===== src/rtl/cache_port_arbiter.sv =====
// ---------------------------------------------------------------------------
// cache_port_arbiter
//
// Shares the single read/write port of the L1 Cache BRAM between the
// instruction-fetch requester and the data-bus (load/store) requester.
// One transfer is accepted per cycle and every response comes back exactly
// two cycles after acceptance, in acceptance order.
//
// Ports
//   clk, reset                  clock and synchronous active-high reset
//   if_req / if_addr            fetch request and byte address
//   if_gnt                      fetch accepted this cycle
//   if_rvalid/if_rdata/if_err   fetch response (1-cycle pulse)
//   d_req/d_we/d_addr/d_wdata   data request, store flag, address, store data
//   d_gnt                       data accepted this cycle
//   d_rvalid/d_rdata/d_err      load data or store completion (1-cycle pulse)
//   mem_addr/mem_we/mem_wdata   registered BRAM word index, write enable, data
//   mem_rdata                   BRAM registered read data (1 cycle after addr)
// ---------------------------------------------------------------------------
module cache_port_arbiter #(
    parameter int          ADDR_W     = 12,
    parameter int          DEPTH      = 3072,
    parameter logic [63:0] RAM_BASE   = 64'h0000_1000,
    parameter logic [63:0] RAM_SIZE   = 64'h0000_0800,
    parameter int          MAX_STARVE = 4
) (
    input  logic              clk,
    input  logic              reset,

    input  logic              if_req,
    input  logic [63:0]       if_addr,
    output logic              if_gnt,
    output logic              if_rvalid,
    output logic [31:0]       if_rdata,
    output logic              if_err,

    input  logic              d_req,
    input  logic              d_we,
    input  logic [63:0]       d_addr,
    input  logic [31:0]       d_wdata,
    output logic              d_gnt,
    output logic              d_rvalid,
    output logic [31:0]       d_rdata,
    output logic              d_err,

    output logic [ADDR_W-1:0] mem_addr,
    output logic              mem_we,
    output logic [31:0]       mem_wdata,
    input  logic [31:0]       mem_rdata
);

    localparam logic [63:0] BYTE_LIMIT = 64'(DEPTH) * 64'd4;
    localparam logic [63:0] RAM_END    = RAM_BASE + RAM_SIZE;
    localparam int          SW         = $clog2(MAX_STARVE + 1);
    localparam logic [SW-1:0] STARVE_SAT = SW'(MAX_STARVE);

    // One entry of the response tag pipeline.
    typedef struct packed {
        logic valid;
        logic owner_d;
        logic err;
    } tag_t;

    logic [SW-1:0]     starve_cnt;
    logic              starved;

    logic              acc;
    logic              acc_d;
    logic              acc_we;
    logic [63:0]       acc_addr;
    logic [ADDR_W-1:0] acc_idx;
    logic              acc_err;

    tag_t              tag1;
    tag_t              tag2;

    logic              if_rv;
    logic              d_rv;
    logic [31:0]       resp_data;
    logic [31:0]       if_rdata_q;
    logic [31:0]       d_rdata_q;

    assign starved = (starve_cnt == STARVE_SAT);

    // Data normally wins; once fetch has been denied MAX_STARVE cycles in a
    // row the priority flips for one grant so fetch cannot starve.
    always_comb begin
        if_gnt = 1'b0;
        d_gnt  = 1'b0;
        if (!reset) begin
            if (starved) begin
                if_gnt = if_req;
                d_gnt  = d_req & ~if_req;
            end else begin
                d_gnt  = d_req;
                if_gnt = if_req & ~d_req;
            end
        end
    end

    // Select the accepted transfer and classify it. Stores are only legal
    // inside the RAM window; anything misaligned or past the array errors.
    always_comb begin
        acc_d    = d_req & d_gnt;
        acc      = acc_d | (if_req & if_gnt);
        acc_addr = acc_d ? d_addr : if_addr;
        acc_we   = acc_d & d_we;
        acc_idx  = acc_addr[ADDR_W+1:2];
        acc_err  = (acc_addr[1:0] != 2'b00)
                 || (acc_addr >= BYTE_LIMIT)
                 || (acc_we && ((acc_addr < RAM_BASE) || (acc_addr >= RAM_END)));
    end

    // Count consecutive cycles in which fetch asked but was refused.
    always_ff @(posedge clk) begin
        if (reset) begin
            starve_cnt <= '0;
        end else if (if_req && !if_gnt) begin
            if (starve_cnt != STARVE_SAT) begin
                starve_cnt <= starve_cnt + 1'b1;
            end
        end else begin
            starve_cnt <= '0;
        end
    end

    // BRAM command register. Errored transfers never touch the array, so
    // mem_addr keeps its old value and mem_we stays low for them.
    always_ff @(posedge clk) begin
        if (reset) begin
            mem_addr  <= '0;
            mem_we    <= 1'b0;
            mem_wdata <= '0;
        end else begin
            mem_we <= acc & acc_we & ~acc_err;
            if (acc && !acc_err) begin
                mem_addr <= acc_idx;
            end
            if (acc && acc_we && !acc_err) begin
                mem_wdata <= d_wdata;
            end
        end
    end

    // Two-deep tag shift register lines up with the BRAM read latency so
    // the response owner and error flag arrive together with mem_rdata.
    always_ff @(posedge clk) begin
        if (reset) begin
            tag1 <= '0;
            tag2 <= '0;
        end else begin
            tag1 <= {acc, acc_d, acc_err};
            tag2 <= tag1;
        end
    end

    // Responses are driven straight from the tag and BRAM output; rdata
    // falls back to the last delivered word when no response is present.
    always_comb begin
        if_rv     = ~reset & tag2.valid & ~tag2.owner_d;
        d_rv      = ~reset & tag2.valid & tag2.owner_d;
        resp_data = tag2.err ? 32'h0 : mem_rdata;
        if_rvalid = if_rv;
        d_rvalid  = d_rv;
        if_err    = if_rv & tag2.err;
        d_err     = d_rv & tag2.err;
        if_rdata  = reset ? 32'h0 : (if_rv ? resp_data : if_rdata_q);
        d_rdata   = reset ? 32'h0 : (d_rv ? resp_data : d_rdata_q);
    end

    // Remember the last delivered word for each requester.
    always_ff @(posedge clk) begin
        if (reset) begin
            if_rdata_q <= '0;
            d_rdata_q  <= '0;
        end else begin
            if (if_rv) begin
                if_rdata_q <= resp_data;
            end
            if (d_rv) begin
                d_rdata_q <= resp_data;
            end
        end
    end

endmodule

===== config.mk =====
export PLATFORM = sky130hd
export DESIGN_NAME = cache_port_arbiter
export DESIGN_NICKNAME = d
export VERILOG_FILES = /design/src/rtl/cache_port_arbiter.sv
export SDC_FILE = /design/constraint.sdc
export NUM_CORES = 1
export LEC_CHECK = 0
export ABC_AREA = 1
export BUFFER_PORTS_ARGS = -buffer_cell sky130_fd_sc_hd__clkbuf_2
export CORE_MARGIN = 2
export CORE_UTILIZATION = 35
export CTS_BUF_LIST = sky130_fd_sc_hd__clkbuf_16
export DETAILED_ROUTE_END_ITERATION = 10
export PLACE_DENSITY_LB_ADDON = 0.2
export SYNTH_ARGS = -nofsm -noshare
export SYNTH_HDL_FRONTEND = slang
export SYNTH_SLANG_ARGS = --single-unit

===== constraint.sdc =====
create_clock -name clk -period 2.35 [get_ports clk]
set_input_delay 0.705 -clock clk [delete_from_list [all_inputs] [get_ports clk]]
set_output_delay 0.705 -clock clk [all_outputs]
set_load 0.02 [all_outputs]

# Yosys cells after proc, flatten, opt, wreduce, memory -nomap -nowiden
# Index checks and enable logic that the tools add are counted.
# totals
ff_bits	118
output_inout_bits	115
# classes
addsub	1
magnitude_cmp	3
eq_ne	2
muxes	10
n_bitwise	19
reduce_logical	12
# ops
cell	n
$mux 32	5
$ge 64x13->1 const B	1
$ge 64x14->1 const B	1
$lt 64x13->1 const B	1
$mux 64	1
$and 1x1->1	12
$not 1->1	6
$logic_and 1x1->1	5
$mux 1	4
$add 3x1->3 const B	1
$eq 3x3->1 const B	1
$logic_or 1x1->1	3
$ne 3x3->1 const B	1
$logic_not 1->1	2
$reduce_bool 2->1	1
$reduce_or 2->1	1
$or 1x1->1	1

# Logic depth before layout (Yosys ltp)
# logic_depth
depth_word	12
ltp_mapped	16

# Worst setup path before layout
# OpenSTA, ideal clock, no wires.
# synth_path
path_type	input-to-output
start	in reset
end	out d_rdata[0]
t_arrival_ns	1.954
slack_ns	-0.309
stages	6
n_path_buf	3
cell_sequence	buf_6 nor2_1 nand2_1 clkbuf_1 clkbuf_1 o21ai_0
# synth_via
elab_chain_len	5
# synth_rtl
item	line	text
from (decl)	28	input logic reset,
$not 1->1	161	d_rv = ~reset & tag2.valid & tag2.owner_d;
$and 1x1->1 (2 in series)	161	
$mux 32	168	d_rdata = reset ? 32'h0 : (d_rv ? resp_data : d_rdata_q);
$mux 32 *	n/a	
to (decl)	43	output logic [31:0] d_rdata,
# Every way passes the cells marked *; elsewhere a longest branch is shown, timed or not.

# Worst setup path after layout
# layout_path
start	in reset
end	out d_rdata[4]
# The elaborated chain is that of the path after synthesis.

==> results.toml <==
[sta]
tightest_slew_ns = 0.437
period_share = 1.04
setup_violations = 64
drv_slew = 0
hold_viol = 0
fmax_ghz = 0.410
clock_skew_ns = 0.0104
max-slew-margin-rel = 0.709
grt_setup_unrepaired = "yes"
setup_ws_ns = -0.0903
min_period_ns = 2.44

[finish]
drive_above_1_share = 0.484
postLayoutCellArea_mm2 = 0.00971
finalNetCount = 1279
syn_to_final_growth_pct = 91.3
diodes = 0
fillers = 1161

[clock_network]
h-tree-depth = 4
clk-insertion-delay-late_ns = 0.42
numCtsBuffers = 17
cts_buffer_depth = 2
clkSinkCount = 118
cts_tree = "yes"
cts_root_buf = "clkbuf_16"
clkTransAtPathRegs_ns = 0.06

[synth]
syn_area_per_cell_um2 = 6.88
yosysTopAreaCell = "dfxtp_1"
ys_seq_area_frac = 0.465
yosysMostFrequentCell = "nand2_1"
async_flop_share = 0
synth_edf_count = 0
ys_warn_count = 0
synth_cell_type_count = 27
ys.flop_type = "dfxtp_1"
synth_seq_cells = 118
synth_top_area_share = 0.465
syn-instance-count = 738
syn_nets = 937
synthTopCellsByCount = "nand2_1, nor2_1, dfxtp_1"
synthTopCellsByArea = "dfxtp_1, nand2_1, nor2_1"
synthesis.area_mm2 = 0.00507

[floorplan]
die_h_um = 124
start_util = 0.353
dieArea_mm2 = 0.0155
num_rows = 44
die_x_um = 124
design.core.area_mm2 = 0.0144
ios = 312

[detailed_routing]
wl_um = 19700
antenna_left = 0
drcViolationCount = 0
vias = 5940
routedWlPerCell_um = 15.5
dr.pass1.iters = 4
drt_iter0_markers = 278
vias_per_cell = 4.66

[pwr]
p_leak_nw = 4.76
internal_power_mw = 3.94
switchingPower_mw = 1.32
power_density_mw_per_mm2 = 541
peakVddDrop_v = 0.000502
clockPowerShare = 0.462
comb_power_share = 0.146
finalPower_mw = 5.26
swShare = 0.251
seqPwrFrac = 0.392

[global_route]
antenna_found_initial = 0
grt_pass1_vias = 6107
grt-ovfl-total = 0
grt.total_usage = 0.241
grt_pass1_wl_um = 30200
grt_max_degree = 66

[critical_path]
crit_path_top_delay_cell = "buf_16"
r2r_slack_ns = 0.18
crit_fanout = 15
critPathKind = "input pin to output pin"
worstPathRequired_ns = 1.64
end_kind = "output pin"
critPathMaxStageDelay_ns = 0.20
reg2reg_depth = 16
worstPathCellList = "clkbuf_16 > nor2_4 > buf_4 > nand2_8 > buf_16 > o21ai_2 > clkbuf_8"
worstReg2RegStart = "starve_cnt[1]"
worst_ep_arrival_time_ns = 1.74
setup.worst_path.start_class = "input pin"
r2r-end = "mem_wdata[26]"

[place]
post_dp_cell_area_mm2 = 0.00732
dp_hpwl_um = 11900
port_buffers = 311
pre_cts_ws_ns = -0.225
gp_congestion = 0.872

[hold_path]
min_path_type = "register to register"
min_from = "tag1[1]"
whs_endpoint = "tag2[1]"
min_delay_path_depth = 2

[flow_run]
drv_cap = 0

[outcome]
violations = "setup timing"
status = "finished, violations left"
[worst max-delay path by stage]
stage          slack (ns)           end  startpoint  cells after the start
6_report            -0.09    d_rdata[4]       reset                      7
5_1_grt             -0.13    d_rdata[4]       reset                      7
4_1_cts             -0.06   if_rdata[2]       reset                      8
3_5_place_dp        -0.23   if_rdata[9]       reset                      6
3_3_place_gp        -0.21   if_rdata[9]       reset                      6
2_1_floorplan       -0.07  if_rdata[20]       reset                      7
[metal layers]
metal	part of all wire	global-route usage	wire, um	up-vias
li1	-	-	-	2996
met2	0.50	0.414	9900	213
met1	0.40	0.282	7920	2680
met5	0	0	0	-
met4	0.033	0.0925	643	0
met3	0.064	0.0709	1260	51
[sequential cells by signal, summed over array words and instances, names as in the netlist]
| register | count |
|---|---|
| d_rdata_q | 32 |
| if_rdata_q | 32 |
| mem_addr | 12 |
| mem_wdata | 32 |
| mem_we | 1 |
| starve_cnt | 3 |
| tag1 | 3 |
| tag2 | 3 |
[critical path: cells and delay by family]
kind            cells  cell delay [ns]
simple gates        2             0.20
compound gates      1             0.17
buf+inv             4             0.65
[cells by family (layout without fill, tap and decap cells)]
group / count (synthesis) / after routing / synth area share
buf+inv: 127 / 481 / 0.102
simple gates: 408 / 408 / 0.335
flops: 118 / 118 / 0.465
mux: 9 / 9 / 0.0178
fa+ha+maj: 2 / 2 / 0.00493
compound gates: 73 / 73 / 0.0732
xor+xnor: 1 / 1 / 0.00173
[per-stage QoR]
stage | setup TNS (ns) | hold WS (ns) | utilization | instances
floorplan | -0.598 | 0.388 | - | 738
global placement | -13.09 | 0.394 | 0.509 | 1219
detailed placement | -14.12 | 0.395 | 0.509 | 1219
finish | -3.03 | 0.393 | 0.676 | 1276
CTS | -1.78 | 0.395 | 0.648 | 1271
global route | -5.04 | 0.428 | 0.676 | 1276
[repair_timing]
| item | 4_1_cts | 5_1_grt |
|---|---|---|
| gates cloned | 9 | 4 |
| pin swaps | 24 | 14 |
| setup endpoints to repair | 70 | 114 |
| hold buffers | 0 | 0 |
| gates resized for setup | 226 | 106 |
| buffers inserted | 12 | 1 |
[layout by cell type, fill, tap and decap left out, types with 2 or more instances in the layout]
cell type	count
dfxtp_2	2
nor3_1	3
nand3_4	10
nor2_2	3
clkinvlp_4	2
buf_6	8
or2_2	2
clkinv_1	4
buf_16	7
bufinv_16	2
clkbuf_8	13
buf_8	50
nand4_1	2
nand2_1	159
nand3b_1	3
nand3_2	44
buf_12	11
inv_2	3
nor2_1	140
nand3_1	34
clkbuf_2	242
nand2_8	2
clkinv_2	3
buf_4	28
o21ai_0	4
bufbuf_16	2
dfxtp_1	116
o21ai_4	53
o21ai_2	12
clkbuf_16	20
mux2i_1	9
inv_1	83
[power by group through the flow]
stage	Clock, mW	Combinational, mW	Sequential, mW
2_1_floorplan	0	0.272	2.09
3_3_place_gp	0	0.531	2.09
3_5_place_dp	0	0.536	2.09
4_1_cts	2.46	0.708	2.06
5_1_grt	2.57	0.824	2.06
6_report	2.43	0.766	2.06
[final cells by class]
class                   count  area [um2]  share of cell area
multi-input cells         493        3230               0.333
clock buffers              17         425              0.0438
flip-flops and latches    118        2360               0.244
well taps                 184         230              0.0237
clock inverters            14         121              0.0125
repair buffers            365        3000               0.309
inverters                  85         332              0.0342
Power figures use the tool's default switching activity.
